$ cat config.mk
export PLATFORM = sky130hd
export DESIGN_NAME = systolic_tile_engine
export DESIGN_NICKNAME = d
export VERILOG_FILES = /design/src/rtl/systolic_tile_engine_pkg.sv /design/src/rtl/systolic_tile_engine_pe.sv /design/src/rtl/systolic_tile_engine.sv
export SDC_FILE = /design/constraint.sdc
export NUM_CORES = 1
export LEC_CHECK = 0
export ABC_CLOCK_PERIOD_IN_PS = 6200
export BUFFER_PORTS_ARGS = -buffer_cell sky130_fd_sc_hd__buf_2
export CELL_PAD_IN_SITES_DETAIL_PLACEMENT = 0
export CELL_PAD_IN_SITES_GLOBAL_PLACEMENT = 1
export CORE_MARGIN = 8
export CORE_UTILIZATION = 25
export CTS_CLUSTER_DIAMETER = 50
export DETAILED_ROUTE_END_ITERATION = 8
export GPL_TIMING_DRIVEN = 1
export PLACE_DENSITY_LB_ADDON = 0.1
export SLEW_MARGIN = 10
export SYNTH_ARGS = -nofsm -noshare
export SYNTH_HDL_FRONTEND = slang
export SYNTH_SLANG_ARGS = --single-unit
export TNS_END_PERCENT = 1
$ cat constraint.sdc
create_clock -name clk -period 6.2 [get_ports clk]
set_input_delay 0.62 -clock clk [delete_from_list [all_inputs] [get_ports clk]]
set_output_delay 0.62 -clock clk [all_outputs]
set_load 0.01 [all_outputs]
$ cat src/rtl/systolic_tile_engine_pkg.sv
// rtl/systolic_tile_engine_pkg.sv - shared widths, write-phase codes and controller states
package systolic_tile_engine_pkg;

    localparam int DATA_W_DEF = 8;
    localparam int AXIS_W_DEF = 3;
    localparam int K_LEN_DEF  = 8;

    localparam logic [1:0] MSEL_IDLE = 2'd0;
    localparam logic [1:0] MSEL_C1   = 2'd1;
    localparam logic [1:0] MSEL_C23  = 2'd2;
    localparam logic [1:0] MSEL_C4   = 2'd3;

    typedef enum logic [2:0] {
        ST_IDLE = 3'd0,
        ST_ACC  = 3'd1,
        ST_WR1  = 3'd2,
        ST_WR2  = 3'd3,
        ST_WR3  = 3'd4
    } state_t;

endpackage

$ cat src/rtl/systolic_tile_engine_pe.sv
// rtl/systolic_tile_engine_pe.sv - one unsigned multiply-accumulate cell of the 2x2 array
module systolic_pe
    import systolic_tile_engine_pkg::*;
#(
    parameter int DATA_W = DATA_W_DEF
) (
    input  logic                  clk,
    input  logic                  reset,
    input  logic                  clr,
    input  logic                  en,
    input  logic [DATA_W-1:0]     a,
    input  logic [DATA_W-1:0]     b,
    output logic [2*DATA_W-1:0]   acc
);

    logic [2*DATA_W-1:0] r_acc;
    logic [2*DATA_W-1:0] w_prod;

    // Full-width product; the running sum simply wraps.
    assign w_prod = {{DATA_W{1'b0}}, a} * {{DATA_W{1'b0}}, b};

    always_ff @(posedge clk) begin
        if (reset || clr) begin
            r_acc <= '0;
        end else if (en) begin
            r_acc <= r_acc + w_prod;
        end
    end

    assign acc = r_acc;

endmodule

$ cat src/rtl/systolic_tile_engine.sv
// rtl/systolic_tile_engine.sv - 8x8 matrix product as sixteen 2x2 tiles streamed to tile memory
module systolic_tile_engine
    import systolic_tile_engine_pkg::*;
#(
    parameter int DATA_W = DATA_W_DEF,
    parameter int AXIS_W = AXIS_W_DEF,
    parameter int K_LEN  = K_LEN_DEF
) (
    input  logic                  clk,
    input  logic                  reset,
    input  logic                  start,
    input  logic                  in_valid,
    output logic                  in_ready,
    input  logic [DATA_W-1:0]     a0,
    input  logic [DATA_W-1:0]     a1,
    input  logic [DATA_W-1:0]     b0,
    input  logic [DATA_W-1:0]     b1,
    output logic [2*DATA_W-1:0]   c1,
    output logic [2*DATA_W-1:0]   c2,
    output logic [2*DATA_W-1:0]   c3,
    output logic [2*DATA_W-1:0]   c4,
    output logic [AXIS_W-1:0]     x,
    output logic [AXIS_W-1:0]     y,
    output logic [1:0]            mem_sel,
    output logic                  busy,
    output logic                  done
);

    localparam int KW = (K_LEN > 1) ? $clog2(K_LEN) : 1;
    localparam logic [KW-1:0]     K_LAST    = KW'(K_LEN - 1);
    localparam logic [AXIS_W-1:0] AXIS_LAST = AXIS_W'((1 << AXIS_W) - 2);
    localparam logic [AXIS_W-1:0] AXIS_STEP = AXIS_W'(2);

    state_t              r_state;
    logic [KW-1:0]       r_k;
    logic [AXIS_W-1:0]   r_x;
    logic [AXIS_W-1:0]   r_y;
    logic [1:0]          r_mem_sel;
    logic                r_in_ready;
    logic                r_busy;
    logic                r_done;

    logic                w_beat;
    logic                w_last_tile;
    logic                w_clr;

    assign w_beat      = in_valid && r_in_ready;
    assign w_last_tile = (r_x == AXIS_LAST) && (r_y == AXIS_LAST);
    // The final tile keeps its accumulators so c1..c4 stay readable after done.
    assign w_clr       = ((r_state == ST_IDLE) && start) ||
                         ((r_state == ST_WR3) && !w_last_tile);

    systolic_pe #(.DATA_W(DATA_W)) u_pe11 (
        .clk(clk), .reset(reset), .clr(w_clr), .en(w_beat), .a(a0), .b(b0), .acc(c1)
    );
    systolic_pe #(.DATA_W(DATA_W)) u_pe12 (
        .clk(clk), .reset(reset), .clr(w_clr), .en(w_beat), .a(a0), .b(b1), .acc(c2)
    );
    systolic_pe #(.DATA_W(DATA_W)) u_pe21 (
        .clk(clk), .reset(reset), .clr(w_clr), .en(w_beat), .a(a1), .b(b0), .acc(c3)
    );
    systolic_pe #(.DATA_W(DATA_W)) u_pe22 (
        .clk(clk), .reset(reset), .clr(w_clr), .en(w_beat), .a(a1), .b(b1), .acc(c4)
    );

    always_ff @(posedge clk) begin
        if (reset) begin
            r_state    <= ST_IDLE;
            r_k        <= '0;
            r_x        <= '0;
            r_y        <= '0;
            r_mem_sel  <= MSEL_IDLE;
            r_in_ready <= 1'b0;
            r_busy     <= 1'b0;
            r_done     <= 1'b0;
        end else begin
            r_done <= 1'b0;
            case (r_state)
                ST_IDLE: begin
                    if (start) begin
                        r_state    <= ST_ACC;
                        r_busy     <= 1'b1;
                        r_in_ready <= 1'b1;
                        r_x        <= '0;
                        r_y        <= '0;
                        r_k        <= '0;
                    end
                end
                ST_ACC: begin
                    if (w_beat) begin
                        if (r_k == K_LAST) begin
                            r_state    <= ST_WR1;
                            r_in_ready <= 1'b0;
                            r_mem_sel  <= MSEL_C1;
                            r_k        <= '0;
                        end else begin
                            r_k <= r_k + KW'(1);
                        end
                    end
                end
                ST_WR1: begin
                    r_state   <= ST_WR2;
                    r_mem_sel <= MSEL_C23;
                end
                ST_WR2: begin
                    r_state   <= ST_WR3;
                    r_mem_sel <= MSEL_C4;
                end
                ST_WR3: begin
                    r_mem_sel <= MSEL_IDLE;
                    r_k       <= '0;
                    if (w_last_tile) begin
                        r_state <= ST_IDLE;
                        r_busy  <= 1'b0;
                        r_done  <= 1'b1;
                    end else begin
                        r_state    <= ST_ACC;
                        r_in_ready <= 1'b1;
                        if (r_y == AXIS_LAST) begin
                            r_y <= '0;
                            r_x <= r_x + AXIS_STEP;
                        end else begin
                            r_y <= r_y + AXIS_STEP;
                        end
                    end
                end
                default: begin
                    r_state    <= ST_IDLE;
                    r_mem_sel  <= MSEL_IDLE;
                    r_in_ready <= 1'b0;
                    r_busy     <= 1'b0;
                end
            endcase
        end
    end

    assign in_ready = r_in_ready;
    assign x        = r_x;
    assign y        = r_y;
    assign mem_sel  = r_mem_sel;
    assign busy     = r_busy;
    assign done     = r_done;

endmodule

* Yosys cells after proc, flatten, opt, wreduce, memory -nomap -nowiden
Index checks and enable logic that the tools add are counted.
Storage, ports and cells: bits in registers 81, logic and storage cells 86, output and inout port bits 75, input port bits 36
Cells by class: add/sub/neg operators 7, eq/ne operators 13, bitwise gates (word level) 4, reductions and logical operators 20, multipliers 4, muxes and demuxes 26
Operator list (count):
- $add A16 B16 Y16 | 4
- $mul A8 B8 Y16 | 4
- $mux W3 | 10
- $pmux W3 S5 | 1
- $reduce_and A3 Y1 | 5
- $eq A3 B3 Y1 const B | 4
- $pmux W3 S2 | 2
- $pmux W3 S3 | 1
- $ne A2 B2 Y1 const B | 4
- $pmux W2 S4 | 1
- $mux W1 | 7
- $add A3 B2 Y3 const B | 2
- $eq A3 B2 Y1 const B | 2
- $reduce_and A5 Y1 | 1
- $logic_and A1 B1 Y1 | 4
- $mux W2 | 2
- $ne A2 B1 Y1 const B | 2
- $not A1 Y1 | 4
- $pmux W1 S4 | 1
- $reduce_and A4 Y1 | 1
- $reduce_or A2 Y1 | 2
- $add A3 B1 Y3 const B | 1
- $eq A3 B1 Y1 const B | 1
- $logic_not A3 Y1 | 1
- 6 further kinds | 7

* Logic depth before layout (Yosys ltp)
depth after elaboration 6, mapped depth 18, mapped depth without buffers 17

* By module
From an unflattened synthesis, not the netlist that was laid out.
Second synthesis, totals: cells, all modules 1562, area total of the unflattened synthesis 13370.3 µm²
Modules (own cells, without submodules):
- systolic_pe at u_pe22 | sequential area each 320.3 µm², cells each 367, instances 1, area each 3163.0 µm²
- systolic_pe at u_pe21 | sequential area each 320.3 µm², cells each 369, instances 1, area each 3150.5 µm²
- systolic_pe at u_pe12 | sequential area each 320.3 µm², cells each 367, instances 1, area each 3133.0 µm²
- systolic_pe at u_pe11 | sequential area each 320.3 µm², cells each 365, instances 1, area each 3100.5 µm²
- systolic_tile_engine | sequential area each 300.3 µm², cells each 94, instances 1, area each 823.3 µm²

* Least setup slack after synthesis
No wires, ideal clock.
path kind input to register, start input port b0[0], end register u_pe21.r_acc[12] (netlist: u_pe21.acc[12]), required time 6076 ps, stages 16, slack 1646 ps, arrival time 4430 ps, setup time 124 ps, buffers on the path 1, path through clkbuf_1 nand2_1 fa_1 inv_1 fa_1 inv_1 fa_1 fa_1 inv_1 ha_1 a21o_1 a21oi_1 a21oi_1 o31ai_1 mux2i_1 nand3_1
On the way: word-level cells in the longest chain between the ends 2
Ends and longest elaborated chain:
- start, declared | RTL line systolic_tile_engine.sv:16 | input logic [DATA_W-1:0] b0,
- $mul A8 B8 Y16 | RTL line systolic_tile_engine_pe.sv:20 | assign w_prod = {{DATA_W{1'b0}}, a} * {{DATA_W{1'b0}}, b};
- $add A16 B16 Y16 | RTL line systolic_tile_engine_pe.sv:26 | r_acc <= r_acc + w_prod;
- end signal, assigned | RTL line systolic_tile_engine_pe.sv:26
- end, declared | RTL line systolic_tile_engine_pe.sv:16 | logic [2*DATA_W-1:0] r_acc;
Every way passes these cells. A chain may end at the register's enable or synchronous reset.

* Worst setup path in the final report
start input port a1[6], end register u_pe22.r_acc[14] (netlist: u_pe22.acc[14])
On the way: word-level cells in the longest chain between the ends 2
Ends and longest elaborated chain:
- start, declared | RTL line systolic_tile_engine.sv:15 | input logic [DATA_W-1:0] a1,
- $mul A8 B8 Y16 | RTL line systolic_tile_engine_pe.sv:20
- $add A16 B16 Y16 | RTL line systolic_tile_engine_pe.sv:26
- end signal, assigned | RTL line systolic_tile_engine_pe.sv:26
- end, declared | RTL line systolic_tile_engine_pe.sv:16
Every way passes these cells.

==> flow_summary.ini <==
[clocking]
cts_root_buf = clkbuf_16
postCtsSetupRepairBufs = 0
clk_pin_slew_ns = 0.08
hold_buffers = 0
numCtsBuffers = 9
htreeDepth = 3
cts_tree = yes
cts_max_path_buffers = 2
insertion_delay_ns = 0.40
clock_sinks = 79
ctsResizeCount = 0

[setup_path]
r2r_setup_slack_ns = 1.78
cp_top_family = adder cells
cp.arrival_ns = 4.87
critical_path_class = input port to flop
cpMostUsedCell = fa_1
worstPathMaxFanout = 16
critPathLaunchType = input port
worst_path_max_delay_cell = fa_1
crit_path_max_incr_delay_ns = 0.52
r2r-start = u_pe22.acc[6]
worstPathRequired_ns = 6.46
reg2reg_to = u_pe22.acc[14]
r2r_cells = 15
crit_chain = buf_2 -> nand2_1 -> fa_1 -> inv_1 -> fa_1 -> inv_1 -> fa_1 -> fa_1 -> inv_1 -> ha_1 -> a21o_1 -> a21oi_1 -> a21oi_1 -> o21ai_0 -> mux2i_1 -> o311ai_0
end_kind = flop
critical_path_buf_inv_count = 4

[run]
cap_violations = 0

[global_route]
grt_pass1_wl_mm = 65.1
grt_pass1_vias = 11000
grt_util_met1_pct = 19.5
grt_overflow = 0
grt_start_max_net_pins = 77
use_met2_pct = 21.7
busiest_layer = met2
grt_use_total_pct = 13.9
antenna_found_initial = 2
use_met3_pct = 2.68

[layout]
stdcell_count = 2403
layout_common_cells = inv_1 (393), nand2_1 (217), fa_1 (200)
fill_cells = 5884
seqCellArea_sq_um = 1580
final_common_cell = inv_1
final_util_pct = 27.8
final_layout_size_suffix_gt1_share_pct = 8.44
multi_input_area_sq_um = 10100
area_growth_pct = 10.7
fin_nets = 2083
diodes = 0

[routing]
drt_iter0_markers = 510
vias = 10600
drt-vias-per-instance = 4.39
remaining_drc_errors = 0
firstDrtPassIters = 5
wire_per_inst_um = 16.7
antenna_left = 0
wirelength_mm = 40.1

[sta]
period_needed_ns = 4.61
fin_worst_skew_ns = 0.0152
fmax_ghz = 0.217
worst_slew_pin_slew_ns = 1.04
rsz0062_at_grt = false
hold_viol_final = 0
max_slew_margin_pct = 31.0
tns_ns = 0
period_share_pct = 74.4
setup_viol = 0
drv_slew = 0

[run_status]
status = completed

[floorplan]
ioPinCount = 111
die_width_um = 247
die-area_sq_um = 61200
die_y_um = 247
fp-row-count = 85
core_area_sq_um = 53400
start_util_pct = 25.1

[synth]
synth-seq-cells = 79
syn_inst = 1642
synthArstFlopShare_pct = 0
ys.flop_type = dfxtp_1
syn_area_sq_um = 13400
synth.distinct_cells = 66
yosysWarnings = 0
synth_edf_count = 0
avgSynthCellArea_sq_um = 8.16
synth_seq_area_share_pct = 11.8

[placed_design]
placed_cells = 2388
place_congestion = 0.741
port_buffers = 108
hpwl_mm = 30.2

[worst_hold_path]
hold_path_class = flop to flop
min_to = u_pe21.acc[7]
holdPathStages = 2
hp-start = u_pe21.acc[7]

[power_and_ir_drop]
powerDensity_nw_per_um2 = 258
cellLeakagePower_uw = 0.00760
ir_drop_uv = 134
==> cell type report <==
class / count / share of cell area (%)
clock buffers: 11 / 1.64
clock inverters: 4 / 0.152
inverters: 393 / 9.95
multi-input cells: 1108 / 67.9
flip-flops and latches: 79 / 10.7
well taps: 696 / 5.87
repair buffers: 112 / 3.85
==> cells in the mapped netlist (all sizes together), types with 3 or more instances <==
cell type    n  area (sq um)
inv        393          1480
nand2      220           836
fa         200          4000
ha         144          1800
and2       140           876
a21oi       89           445
dfxtp       79          1580
clkbuf      46           173
nor2        45           171
nand3       34           175
o21ai       27           135
nor3        25           125
buf         17           110
a21o        16           120
nand4       11          68.8
o21a        10          75.1
xnor2       10          87.6
mux2i        9          90.1
nor2b        9          56.3
nand2b       8          50.1
nor3b        8          60.1
a211oi       7          52.6
a31oi        7          58.8
nand4b       7          61.3
and3         6          37.5
or3          6          37.5
mux2         5          56.3
xor2         5          43.8
a211o        4          35.0
nand3b       4          30.0
nor4b        4          35.0
o31ai        4          35.0
or2          4          27.5
a311o        3          30.0
o211a        3          30.0
o211ai       3          22.5
o311a        3          30.0
o311ai       3          26.3
==> logic make-up (layout without fill, tap and decap cells) <==
logic type / after synthesis / count (layout) / share of synthesized area [%]
mux: 14 / 14 / 1.09
other cells: 1 / 2 / 0.0280
compound gates: 197 / 197 / 9.35
fa+ha+maj: 344 / 344 / 43.3
simple gates: 534 / 534 / 19.9
xor+xnor: 17 / 17 / 1.34
buf+inv: 456 / 520 / 13.1
flops: 79 / 79 / 11.8
==> power breakdown <==
part | switching (uW) | internal (uW) | total (uW)
clock | 277 | 279 | 555
combinational | 1600 | 1100 | 2700
sequential | 34.4 | 541 | 575
total | 1910 | 1920 | 3830
==> how the worst max path moves through the flow <==
| stage | startpoint | end | slack (ns) | depth (start not counted) |
|---|---|---|---|---|
| after floorplan | b0[0] | u_pe21.acc[12] | 1.65 | 16 |
| after global placement | a0[6] | u_pe12.acc[14] | 1.19 | 16 |
| after detailed placement | a0[6] | u_pe12.acc[14] | 1.18 | 16 |
| after CTS | a1[6] | u_pe22.acc[14] | 1.61 | 16 |
| after global routing | a1[6] | u_pe22.acc[14] | 1.28 | 16 |
| final | a1[6] | u_pe22.acc[14] | 1.59 | 16 |
==> per-stage QoR <==
stage | setup WS (ns) | cell area, sq um | hold slack (ns) | total power, uW
after floorplan | 1.65 | 13400 | 0.453 | 2640
after global placement | 1.19 | 14600 | 0.453 | 3320
after detailed placement | 1.18 | 14600 | 0.460 | 3310
after CTS | 1.61 | 14800 | 0.470 | 3920
after global routing | 1.28 | 14800 | 0.485 | 4350
final | 1.59 | 14800 | 0.466 | 3830
==> metal layers <==
layer	share of wire (%)	up-vias
met1	51	5214
met5	0.060	-
met4	1.2	4
met3	3.9	22
met2	44	123
li1	-	5194
==> worst reg2reg max path: stages, from the launching register on <==
cell	delay [ns]
dfxtp_1	0.41
inv_1	0.10
fa_1	0.53
inv_1	0.05
fa_1	0.49
inv_1	0.05
fa_1	0.48
fa_1	0.49
inv_1	0.04
ha_1	0.35
a21o_1	0.21
a21oi_1	0.30
a21oi_1	0.14
o21ai_0	0.29
mux2i_1	0.22
o311ai_0	0.15
==> state kept, by name (all words and copies together) (netlist names) <==
name        cells
r_k             3
r_state         3
u_pe21.acc     16
y               2
mem_sel         2
busy            1
u_pe11.acc     16
in_ready        1
u_pe12.acc     16
x               2
done            1
u_pe22.acc     16
No activity file was read; power rests on OpenSTA's default activity.
